==> src/rtl/demapper_v2.sv <==
// demapper_v2: indexes frequency-domain samples per symbol, keeps the configured subcarrier bands
// and forwards them through a two-entry (output + skid) buffer.
module demapper_v2 #(
    parameter int unsigned DATA_WIDTH = 32,
    parameter int unsigned FFT_LOG2   = 10,
    parameter int unsigned LO_START   = 1,
    parameter int unsigned LO_END     = 400,
    parameter int unsigned HI_START   = 623,
    parameter int unsigned HI_END     = 1022
) (
    input  logic                  s00_axis_aclk,
    input  logic                  s00_axis_aresetn,
    input  logic                  s00_axis_tvalid,
    output logic                  s00_axis_tready,
    input  logic [DATA_WIDTH-1:0] s00_axis_tdata,
    input  logic                  s00_axis_tlast,
    output logic                  m00_axis_tvalid,
    input  logic                  m00_axis_tready,
    output logic [DATA_WIDTH-1:0] m00_axis_tdata,
    output logic                  m00_axis_tlast,
    output logic [FFT_LOG2-1:0]   m00_axis_tuser,
    input  logic                  bypass,
    output logic                  sync_err,
    output logic [15:0]           sym_count
);
    localparam int unsigned N = 1 << FFT_LOG2;

    if (!(LO_START <= LO_END && LO_END < HI_START && HI_START <= HI_END && HI_END <= N - 1))
    begin : g_bad_bounds
        $error("demapper_v2: band bounds must satisfy LO_START<=LO_END<HI_START<=HI_END<=N-1");
    end

    localparam logic [FFT_LOG2-1:0] LO_S     = FFT_LOG2'(LO_START);
    localparam logic [FFT_LOG2-1:0] LO_E     = FFT_LOG2'(LO_END);
    localparam logic [FFT_LOG2-1:0] HI_S     = FFT_LOG2'(HI_START);
    localparam logic [FFT_LOG2-1:0] HI_E     = FFT_LOG2'(HI_END);
    localparam logic [FFT_LOG2-1:0] IDX_LAST = FFT_LOG2'(N - 1);

    logic [FFT_LOG2-1:0]   r_idx;
    logic                  r_mode;
    logic                  r_sync_err;
    logic                  r_s_ready;
    logic [15:0]           r_sym_count;
    logic                  r_out_valid;
    logic                  r_out_last;
    logic [DATA_WIDTH-1:0] r_out_data;
    logic [FFT_LOG2-1:0]   r_out_user;
    logic                  r_skid_valid;
    logic                  r_skid_last;
    logic [DATA_WIDTH-1:0] r_skid_data;
    logic [FFT_LOG2-1:0]   r_skid_user;

    logic w_accept;
    logic w_mode;
    logic w_at_end;
    logic w_keep;
    logic w_last;
    logic w_push;
    logic w_pop;
    logic w_skid_valid_d;

    assign w_accept = s00_axis_tvalid && r_s_ready;
    // Mode is sampled from bypass only on the first beat of a symbol.
    assign w_mode   = (r_idx == '0) ? bypass : r_mode;
    assign w_at_end = (r_idx == IDX_LAST);
    assign w_keep   = w_mode || (r_idx >= LO_S && r_idx <= LO_E)
                             || (r_idx >= HI_S && r_idx <= HI_E);
    assign w_last   = s00_axis_tlast || (r_idx == (w_mode ? IDX_LAST : HI_E));
    assign w_push   = w_accept && w_keep;
    assign w_pop    = r_out_valid && m00_axis_tready;

    // Skid holds a beat only while the output register is stalled; it drains on the next pop.
    always_comb begin
        w_skid_valid_d = 1'b0;
        if (r_skid_valid) begin
            w_skid_valid_d = !w_pop;
        end else begin
            w_skid_valid_d = w_push && r_out_valid && !w_pop;
        end
    end

    always_ff @(posedge s00_axis_aclk) begin
        if (!s00_axis_aresetn) begin
            r_idx        <= '0;
            r_mode       <= 1'b0;
            r_sync_err   <= 1'b0;
            r_s_ready    <= 1'b0;
            r_sym_count  <= '0;
            r_out_valid  <= 1'b0;
            r_out_last   <= 1'b0;
            r_out_data   <= '0;
            r_out_user   <= '0;
            r_skid_valid <= 1'b0;
            r_skid_last  <= 1'b0;
            r_skid_data  <= '0;
            r_skid_user  <= '0;
        end else begin
            if (w_accept) begin
                r_idx  <= s00_axis_tlast ? '0 : r_idx + 1'b1;
                r_mode <= w_mode;
                if (w_at_end || s00_axis_tlast) begin
                    r_sym_count <= r_sym_count + 16'd1;
                end
            end
            r_sync_err   <= w_accept && s00_axis_tlast && !w_at_end;
            r_skid_valid <= w_skid_valid_d;
            r_s_ready    <= !w_skid_valid_d;
            if (!r_out_valid || w_pop) begin
                r_out_valid <= r_skid_valid || w_push;
                if (r_skid_valid) begin
                    r_out_data <= r_skid_data;
                    r_out_user <= r_skid_user;
                    r_out_last <= r_skid_last;
                end else if (w_push) begin
                    r_out_data <= s00_axis_tdata;
                    r_out_user <= r_idx;
                    r_out_last <= w_last;
                end
            end
            if (w_push && r_out_valid && !w_pop) begin
                r_skid_data <= s00_axis_tdata;
                r_skid_user <= r_idx;
                r_skid_last <= w_last;
            end
        end
    end

    assign s00_axis_tready = r_s_ready;
    assign m00_axis_tvalid = r_out_valid;
    assign m00_axis_tdata  = r_out_data;
    assign m00_axis_tuser  = r_out_user;
    assign m00_axis_tlast  = r_out_last;
    assign sync_err        = r_sync_err;
    assign sym_count       = r_sym_count;
endmodule

==> config.mk <==
export PLATFORM = sky130hd
export DESIGN_NAME = demapper_v2
export DESIGN_NICKNAME = d
export VERILOG_FILES = /design/src/rtl/demapper_v2.sv
export SDC_FILE = /design/constraint.sdc
export NUM_CORES = 1
export LEC_CHECK = 0
export CAP_MARGIN = 0
export CORE_MARGIN = 2
export CORE_UTILIZATION = 45
export CTS_CLUSTER_SIZE = 10
export DETAILED_ROUTE_END_ITERATION = 10
export PLACE_DENSITY = 0.71
export SLEW_MARGIN = 20
export SYNTH_ARGS = -nofsm -noshare
export SYNTH_HDL_FRONTEND = slang
export SYNTH_SLANG_ARGS = --single-unit
==> constraint.sdc <==
create_clock -name s00_axis_aclk -period 3.4 [get_ports s00_axis_aclk]
set_clock_uncertainty 0.2 [all_clocks]
set_input_delay 0.34 -clock s00_axis_aclk [delete_from_list [all_inputs] [get_ports s00_axis_aclk]]
set_output_delay 0.34 -clock s00_axis_aclk [all_outputs]
set_load 0.005 [all_outputs]
==> Word-level counts from Yosys, hierarchy flattened <==
Index checks and enable logic that the tools add are counted.
{ "op_classes": {"addsub": 2, "eq_ne": 2, "order_cmp": 4, "muxes": 10, "n_reduce_logical": 23} }
{ "op_table": {"columns": ["cell", "n"], "rows": [
  ["32-bit two-way mux", 2],
  ["10-bit two-way mux", 3],
  ["16-bit by 1-bit adder with 16-bit output, second input constant", 1],
  ["10-bit by 1-bit adder with 10-bit output, second input constant", 1],
  ["10-bit equality test", 1],
  ["10-bit equality test, second input constant", 1],
  ["10-bit by 1-bit >= comparator with 1-bit output, second input constant", 1],
  ["10-bit >= comparator, second input constant", 1],
  ["10-bit <= comparator, second input constant", 1],
  ["10-bit by 9-bit <= comparator with 1-bit output, second input constant", 1],
  ["10-bit zero test", 1],
  ["1-bit logical AND", 9],
  ["1-bit logical OR", 6],
  ["1-bit two-way mux", 5],
  ["1-bit zero test", 4],
  ["2-bit AND reduction", 2],
  ["2-bit nonzero test", 1]
]} }
{ "totals": {"out_inout_bits": 62, "input_bits": 38, "regBits": 117, "word_cells": 54} }

==> Longest topological paths before layout <==
Gate-level depths: netlist of the first run.
{ "depth": {"word_depth": 9, "mapped_depth": 12, "depth_no_buf": 8} }

==> Worst setup path after synthesis of the first run <==
No wires, ideal clock.
{ "synth_path": {"kind": "flip-flop to flip-flop", "startpoint": "register r_idx[0]", "endpoint": "register r_out_data[0], in the netlist m00_axis_tdata[0]", "slack_ps": 609, "arrival_ps": 2475, "path_buffers": 4, "setup_ps": 116, "stages_incl_launch_ff": 13, "cell_sequence": "dfxtp_1 -> clkbuf_2 -> inv_1 -> ha_1 -> or3b_1 -> nand3b_4 -> mux2_4 -> a211o_1 -> buf_2 -> and2_4 -> buf_6 -> buf_6 -> o211a_1"} }
{ "synth_via": {"elab_chain_cells": 7, "word_cells_on_any_way": 13} }
{ "synth_rtl": {"columns": ["element", "line_no", "source"], "rows": [
  ["start: declaration", "39", "logic [FFT_LOG2-1:0] r_idx;"],
  ["start signal: assignment", "99", "r_idx <= s00_axis_tlast ? '0 : r_idx + 1'b1;"],
  ["10-bit by 1-bit >= comparator with 1-bit output (tied with other cells)", "66", "assign w_keep = w_mode || (r_idx >= LO_S && r_idx <= LO_E)"],
  ["1-bit logical AND or 1-bit two-way mux (tied branches)", "66, 64", null],
  ["1-bit logical OR", "66", null],
  ["1-bit logical OR *", "67", "|| (r_idx >= HI_S && r_idx <= HI_E);"],
  ["1-bit logical AND *", "69", "assign w_push = w_accept && w_keep;"],
  ["2-bit nonzero test (no line) *", null, null],
  ["2-bit AND reduction (no line) *", null, null],
  ["end signal: assignment", "111", "r_out_data <= r_skid_data;"],
  ["end signal: assignment", "115", "r_out_data <= s00_axis_tdata;"],
  ["end: declaration", "46", "logic [DATA_WIDTH-1:0] r_out_data;"]
]} }
Every way passes the cells marked *; elsewhere a longest branch is shown, timed or not.
A chain may end at the register's enable or synchronous reset.

==> Worst setup path in the final report of the first run <==
{ "layout_path": {"startpoint": "register r_idx[1]", "endpoint": "register r_out_last, in the netlist m00_axis_tlast"} }
{ "layout_via": {"elab_chain_cells": 7, "word_cells_on_any_way": 18} }
{ "layout_rtl": {"columns": ["element", "line_no", "source"], "rows": [
  ["10-bit by 1-bit >= comparator with 1-bit output (tied with other cells)", "66", null],
  ["1-bit logical AND or 1-bit two-way mux (tied branches)", "66, 64", null],
  ["1-bit logical OR or 1-bit two-way mux (tied branches)", "66, 68", null],
  ["1-bit logical OR or 10-bit equality test (tied branches)", "67, 68", null],
  ["1-bit logical AND or 1-bit logical OR (tied branches)", "69, 68", null],
  ["2-bit nonzero test (no line) or 1-bit two-way mux (tied branches)", null, null],
  ["2-bit AND reduction (no line) or 1-bit two-way mux (tied branches)", null, null],
  ["end signal: assignment", "113", "r_out_last <= r_skid_last;"],
  ["end signal: assignment", "117", "r_out_last <= w_last;"],
  ["end: declaration", "45", "logic r_out_last;"]
]} }
Parallel ways exist; a longest one is shown, timed or not. The select of a mux whose other input is x is not followed.

==> impl_metrics.json, run 1 <==
{
  "status": "finished, final reports clean",
  "r2r_end": "m00_axis_tlast$_SDFFE_PN0P_",
  "grt_max_degree": 61,
  "crit_family": "simple AND/OR/NAND/NOR gates",
  "postRouteAntennaNets": 0,
  "rr_startpoint": "r_idx[1]$_SDFFE_PN0P_",
  "cts_made_buffers": 17,
  "finalWorstPathRequiredPeriod_ps": 2890,
  "dpl.hpwl_mm": 7.91,
  "ir_worst_vdd_mv": 0.319,
  "crit_required_ps": 3500,
  "row_count": 39,
  "drtIter0Drc": 150,
  "dieArea_mm2": 0.0124,
  "ys_types": 47,
  "seq_area_frac_synth_pct": 45.1,
  "antenna-diode-count": 0,
  "worst_path_max_delay_cell": "and2_4",
  "cts_setup_buffers": 0,
  "cp-endpoint": "m00_axis_tlast$_SDFFE_PN0P_",
  "postSynthCellCount": 521,
  "final_core_util_pct": 60.0,
  "cp_max_fo": 43,
  "clk_path_buf_depth": 2,
  "wl_per_cell_um": 15.6,
  "cts.sinks": 117,
  "critPathBufInv": 1,
  "io_pins": 100,
  "cp_slowest_stage_delay_ps": 460,
  "met3_length_um": 593,
  "crit_path_start_kind": "flop",
  "wl_met2_mm": 5.69,
  "powerDensity_mw_per_mm2": 505,
  "synth.top_cell.area_share_pct": 45.1,
  "gp_congestion": 0.884,
  "gr-total-overflow": 0,
  "grt_first_pass_wirelength_mm": 19.9,
  "wirelength_mm": 11.8,
  "synthFlopType": "dfxtp_1",
  "syn_nets": 563,
  "leakage_nw": 3.16,
  "design_area_mm2": 0.00679,
  "htree_num_levels": 4,
  "syn-cell-area_mm2": 0.00520,
  "cap_violations": 0,
  "syn_to_final_growth_pct": 30.6,
  "antenna_found_initial": 0,
  "grt_pass1_vias": 4170,
  "hold_path_depth": 2,
  "async_reset_ff_share_pct": 0,
  "worstPathArrival_ps": 2990,
  "io_buffers": 99,
  "fp.dieH_um": 111,
  "vias": 4093,
  "min_period_over_period_pct": 85.0,
  "wl_met1_mm": 5.32,
  "drc": 0,
  "r2r_cells": 8,
  "hold_viol": 0,
  "ys_top_cells_by_area": "dfxtp_1 (45%), mux2i_1 (17%), o211a_1 (8.1%)",
  "cts_resized": 0,
  "drt_first_pass_iters": 4,
  "grt_usage_pct": 19.8,
  "synth_top_area_cell": "dfxtp_1",
  "holdBufCountCts": 0,
  "drive_above_1_share_pct": 8.75,
  "die_w_um": 111,
  "cp-startpoint": "r_idx[1]$_SDFFE_PN0P_",
  "worst_pin_slew_ps": 679,
  "postSynthAreaPerCell_um2": 9.97,
  "clk_pin_slew_ps": 50,
  "synthTopCellsByCount": "dfxtp_1 (117), mux2i_1 (87), nor2_1 (58)",
  "synth_edf_count": 0,
  "cts_tree": "yes",
  "slew_headroom_pct": 54.5,
  "clock.fmax_mhz": 346,
  "placed_cell_area_mm2": 0.00622,
  "maxUsedRoutingLayer": "met4",
  "rsz0062_at_grt": "no",
  "endpoint_kind": "flop",
  "cp_cell_sequence": "inv_1 -> ha_1 -> or3b_1 -> a211oi_1 -> o22a_1 -> a211o_1 -> and2_4 -> mux2_4",
  "clk_latency_ps": 410,
  "ctsRootBufferMaster": "clkbuf_16",
  "drv_slew": 0,
  "tns_ps": 0,
  "synth.most_common_cell": "dfxtp_1",
  "setup_viol_count_final": 0,
  "hold_class": "flop to flop",
  "core_area_mm2": 0.0113,
  "synth_seq_cells": 117,
  "worstSetupPathType": "flop to flop",
  "yosysWarnings": 0,
  "cp.depth": 8,
  "finalNetCount": 646,
  "r2r_slack_ps": 510,
  "initial_core_util_pct": 45.9,
  "vias_per_cell": 5.39
}
## power breakdown
group	internal, mW	switching, mW	total (mW)
clock	1.07	0.596	1.67
sequential	1.42	0.0278	1.45
combinational	0.171	0.139	0.310
## layer usage
| metal | global-route usage [%] | up-vias |
|---|---|---|
| li1 | - | 2014 |
| met5 | 0 | - |
| met4 | 8.07 | 0 |
| met1 | 24.0 | 1967 |
| met2 | 32.5 | 94 |
| met3 | 6.48 | 18 |
## stage by stage
| step | power, mW | setup slack (ps) | hold WS, ps | std cells |
|---|---|---|---|---|
| 4_1_cts | 3.46 | 539 | 263 | 760 |
| 3_5_place_dp | 1.78 | 499 | 256 | 728 |
| 6_report | 3.42 | 510 | 261 | 760 |
| 5_1_grt | 3.57 | 400 | 285 | 760 |
| 3_3_place_gp | 1.78 | 569 | 250 | 728 |
| 2_1_floorplan | 1.62 | 609 | 240 | 521 |
## flip-flops by register name, summed over array words and instances (netlist names), 10 cells and up
name and flops:
r_skid_data 32, r_skid_user 10, m00_axis_tdata 32, r_idx 10, sym_count 16, m00_axis_tuser 10
## layout by cell type (no fill, tap or decap), types with 7 or more instances in the layout
cell type        count
dfxtp_1            116
clkdlybuf4s50_1     98
mux2i_1             87
nor2_1              58
nand3_1             54
o211a_1             42
clkbuf_16           17
nand2_1             15
xnor2_1             12
and2_1              11
buf_4                8
xor2_1               7
a21oi_1              7
## final cells by class
type,count,area (um^2)
Multi-Input combinational cell,353,2610
Timing Repair Buffer,108,1070
Sequential cell,117,2340
Clock buffer,23,488
Fill cell,998,4530
Inverter,7,26.3
Tap cell,143,179
Clock inverter,9,76.3
## how the worst min path moves through the flow
stage / startpoint / end
floorplan: r_skid_last$_SDFFE_PN0P_ / r_skid_last$_SDFFE_PN0P_
global placement: r_skid_last$_SDFFE_PN0P_ / r_skid_last$_SDFFE_PN0P_
detailed placement: r_skid_last$_SDFFE_PN0P_ / r_skid_last$_SDFFE_PN0P_
CTS: r_skid_last$_SDFFE_PN0P_ / r_skid_last$_SDFFE_PN0P_
global route: r_skid_last$_SDFFE_PN0P_ / r_skid_last$_SDFFE_PN0P_
finish: r_skid_last$_SDFFE_PN0P_ / r_skid_last$_SDFFE_PN0P_
## worst min-delay path, cell delays in order, from the launching register on
cell	delay, ps
dfxtp_1	300
nand2_1	40
a21boi_0	60
## logic make-up (layout without fill, tap and decap cells)
kind of cell,after synthesis,after routing,synth area share [%]
AOI/OAI and AO/OA,71,71,12.3
adders and majority gates,4,4,0.963
muxes,89,89,17.3
DFF,117,117,45.1
and+or+nand+nor,170,170,16.1
buffers and inverters,51,147,5.03
xor gates and xnor gates,19,19,3.20
Note: power is estimated with default switching activity, not from simulation.
==> run 2: changes to the inputs <==
--- a/config.mk
+++ b/config.mk
@@ -7,10 +7,11 @@
 export LEC_CHECK = 0
 export CAP_MARGIN = 0
 export CORE_MARGIN = 2
-export CORE_UTILIZATION = 45
+export CORE_UTILIZATION = 42
 export CTS_CLUSTER_SIZE = 10
 export DETAILED_ROUTE_END_ITERATION = 10
-export PLACE_DENSITY = 0.71
+export PLACE_DENSITY = 0.67
+export SKIP_CTS_REPAIR_TIMING = 1
 export SLEW_MARGIN = 20
 export SYNTH_ARGS = -nofsm -noshare
 export SYNTH_HDL_FRONTEND = slang
==> impl_metrics.json, run 2 (synthesized netlist as in run 1, its figures left out) <==
{
  "row_count": 40,
  "io_buffers": 99,
  "final_core_util_pct": 56.5,
  "seqCellArea_mm2": 0.00234,
  "hold_class": "flop to flop",
  "antenna_found_initial": 0,
  "cp_slowest_stage_delay_ps": 480,
  "grt_max_degree": 61,
  "r2r_cells": 8,
  "ctsRootBufferMaster": "clkbuf_16",
  "clk_path_buf_depth": 2,
  "min_period_over_period_pct": 84.1,
  "cp_cell_sequence": "inv_1 -> ha_1 -> or3b_1 -> a211oi_1 -> o22a_1 -> a211o_1 -> and2_4 -> mux2_4",
  "whs_ps": 259,
  "clk_pin_slew_ps": 50,
  "crit_required_ps": 3500,
  "placed_cell_area_mm2": 0.00626,
  "fin_ws_ps": 540,
  "grt_pass1_vias": 4174,
  "powerDensity_mw_per_mm2": 501,
  "ir_worst_vdd_mv": 0.272,
  "setup_viol_count_final": 0,
  "die_w_um": 115,
  "final_cell_mix": "dfxtp_1 (116), clkdlybuf4s50_1 (98), mux2i_1 (87), nor2_1 (58), nand3_1 (54)",
  "dpl.hpwl_mm": 7.78,
  "post-place-ws_ps": 546,
  "rsz0062_at_grt": "no",
  "final_common_cell": "dfxtp_1",
  "worst_path_max_delay_cell": "and2_4",
  "cts.sinks": 117,
  "endpoint_kind": "flop",
  "htree_num_levels": 4,
  "worstSetupPathType": "flop to flop",
  "grt_first_pass_wirelength_mm": 20.8,
  "crit_path_start_kind": "flop",
  "cp_max_fo": 43,
  "initial_core_util_pct": 43.1,
  "finalWorstPathRequiredPeriod_ps": 2860,
  "drive_above_1_share_pct": 8.10,
  "postRouteAntennaNets": 0,
  "instances_no_fill": 785,
  "cts_made_buffers": 17,
  "status": "finished, final reports clean",
  "grt_usage_pct": 20.2,
  "n_fill_cell": 1048,
  "vias_per_cell": 5.17,
  "antenna-diode-count": 0,
  "multi_input_area_mm2": 0.00261,
  "hold_viol": 0,
  "clock.fmax_mhz": 350,
  "r2r_slack_ps": 540,
  "design_area_mm2": 0.00681,
  "drtIter0Drc": 186,
  "tns_ps": 0,
  "drt_first_pass_iters": 4,
  "finalPower_mw": 3.42,
  "cap_violations": 0,
  "leakage_nw": 3.15,
  "dieArea_mm2": 0.0133,
  "hold_path_depth": 2,
  "gp_congestion": 0.853,
  "slew_headroom_pct": 43.2,
  "gr-total-overflow": 0,
  "syn_to_final_growth_pct": 31.1,
  "worstPathArrival_ps": 2960,
  "drc": 0,
  "io_pins": 100,
  "wirelength_mm": 12.4,
  "fp.dieH_um": 115,
  "finalNetCount": 647,
  "clk_latency_ps": 410,
  "wl_per_cell_um": 15.8,
  "worst_pin_slew_ps": 847,
  "vias": 4062,
  "core_area_mm2": 0.0121,
  "cts_tree": "yes",
  "dp_cells": 754,
  "drv_slew": 0
}
## run 2: changes by cell type in the layout (fill, tap and decap cells not counted)
| cell | before | now |
|---|---|---|
| buf_4 | 8 | 9 |
| clkbuf_1 | 2 | 6 |
| clkinv_2 | 6 | 3 |
| clkinv_4 | 1 | 0 |
| clkinvlp_4 | 1 | 0 |
## run 2: worst max-delay path, delay by kind of cell, from the launching register on
family / cells / cell delay, ps
AND/OR/NAND/NOR: 2 / 850
buffers and inverters: 1 / 120
adder cells (fa/ha/maj): 1 / 140
AO/OA/AOI/OAI: 3 / 710
flip-flops: 1 / 360
multiplexers: 1 / 340
## run 2: report_power, final
group	total [mW]	switching, mW	internal, mW	leakage, nW
combinational	0.316	0.144	0.172	1.93
sequential	1.44	0.0266	1.42	0.949
clock	1.65	0.582	1.07	0.271
## run 2: worst paths after layout
check | from | to
max | r_idx[1]$_SDFFE_PN0P_ | m00_axis_tlast$_SDFFE_PN0P_
min | r_skid_last$_SDFFE_PN0P_ | r_skid_last$_SDFFE_PN0P_
max reg2reg | r_idx[1]$_SDFFE_PN0P_ | m00_axis_tlast$_SDFFE_PN0P_
min reg2reg | r_skid_last$_SDFFE_PN0P_ | r_skid_last$_SDFFE_PN0P_
## run 2: area by class of cell
| type | count | share of cell area (%) |
|---|---|---|
| Clock buffer | 27 | 7.39 |
| Clock inverter | 4 | 0.661 |
| Inverter | 7 | 0.386 |
| Multi-Input combinational cell | 353 | 38.3 |
| Sequential cell | 117 | 34.4 |
| Tap cell | 168 | 3.09 |
| Timing Repair Buffer | 109 | 15.8 |
## run 2: layer usage
layer	track usage, %	vias up	wire length [um]
li1	-	2012	-
met1	25.2	1938	5780
met2	32.5	89	5760
met3	5.59	23	551
met4	9.48	0	286
met5	0	-	0
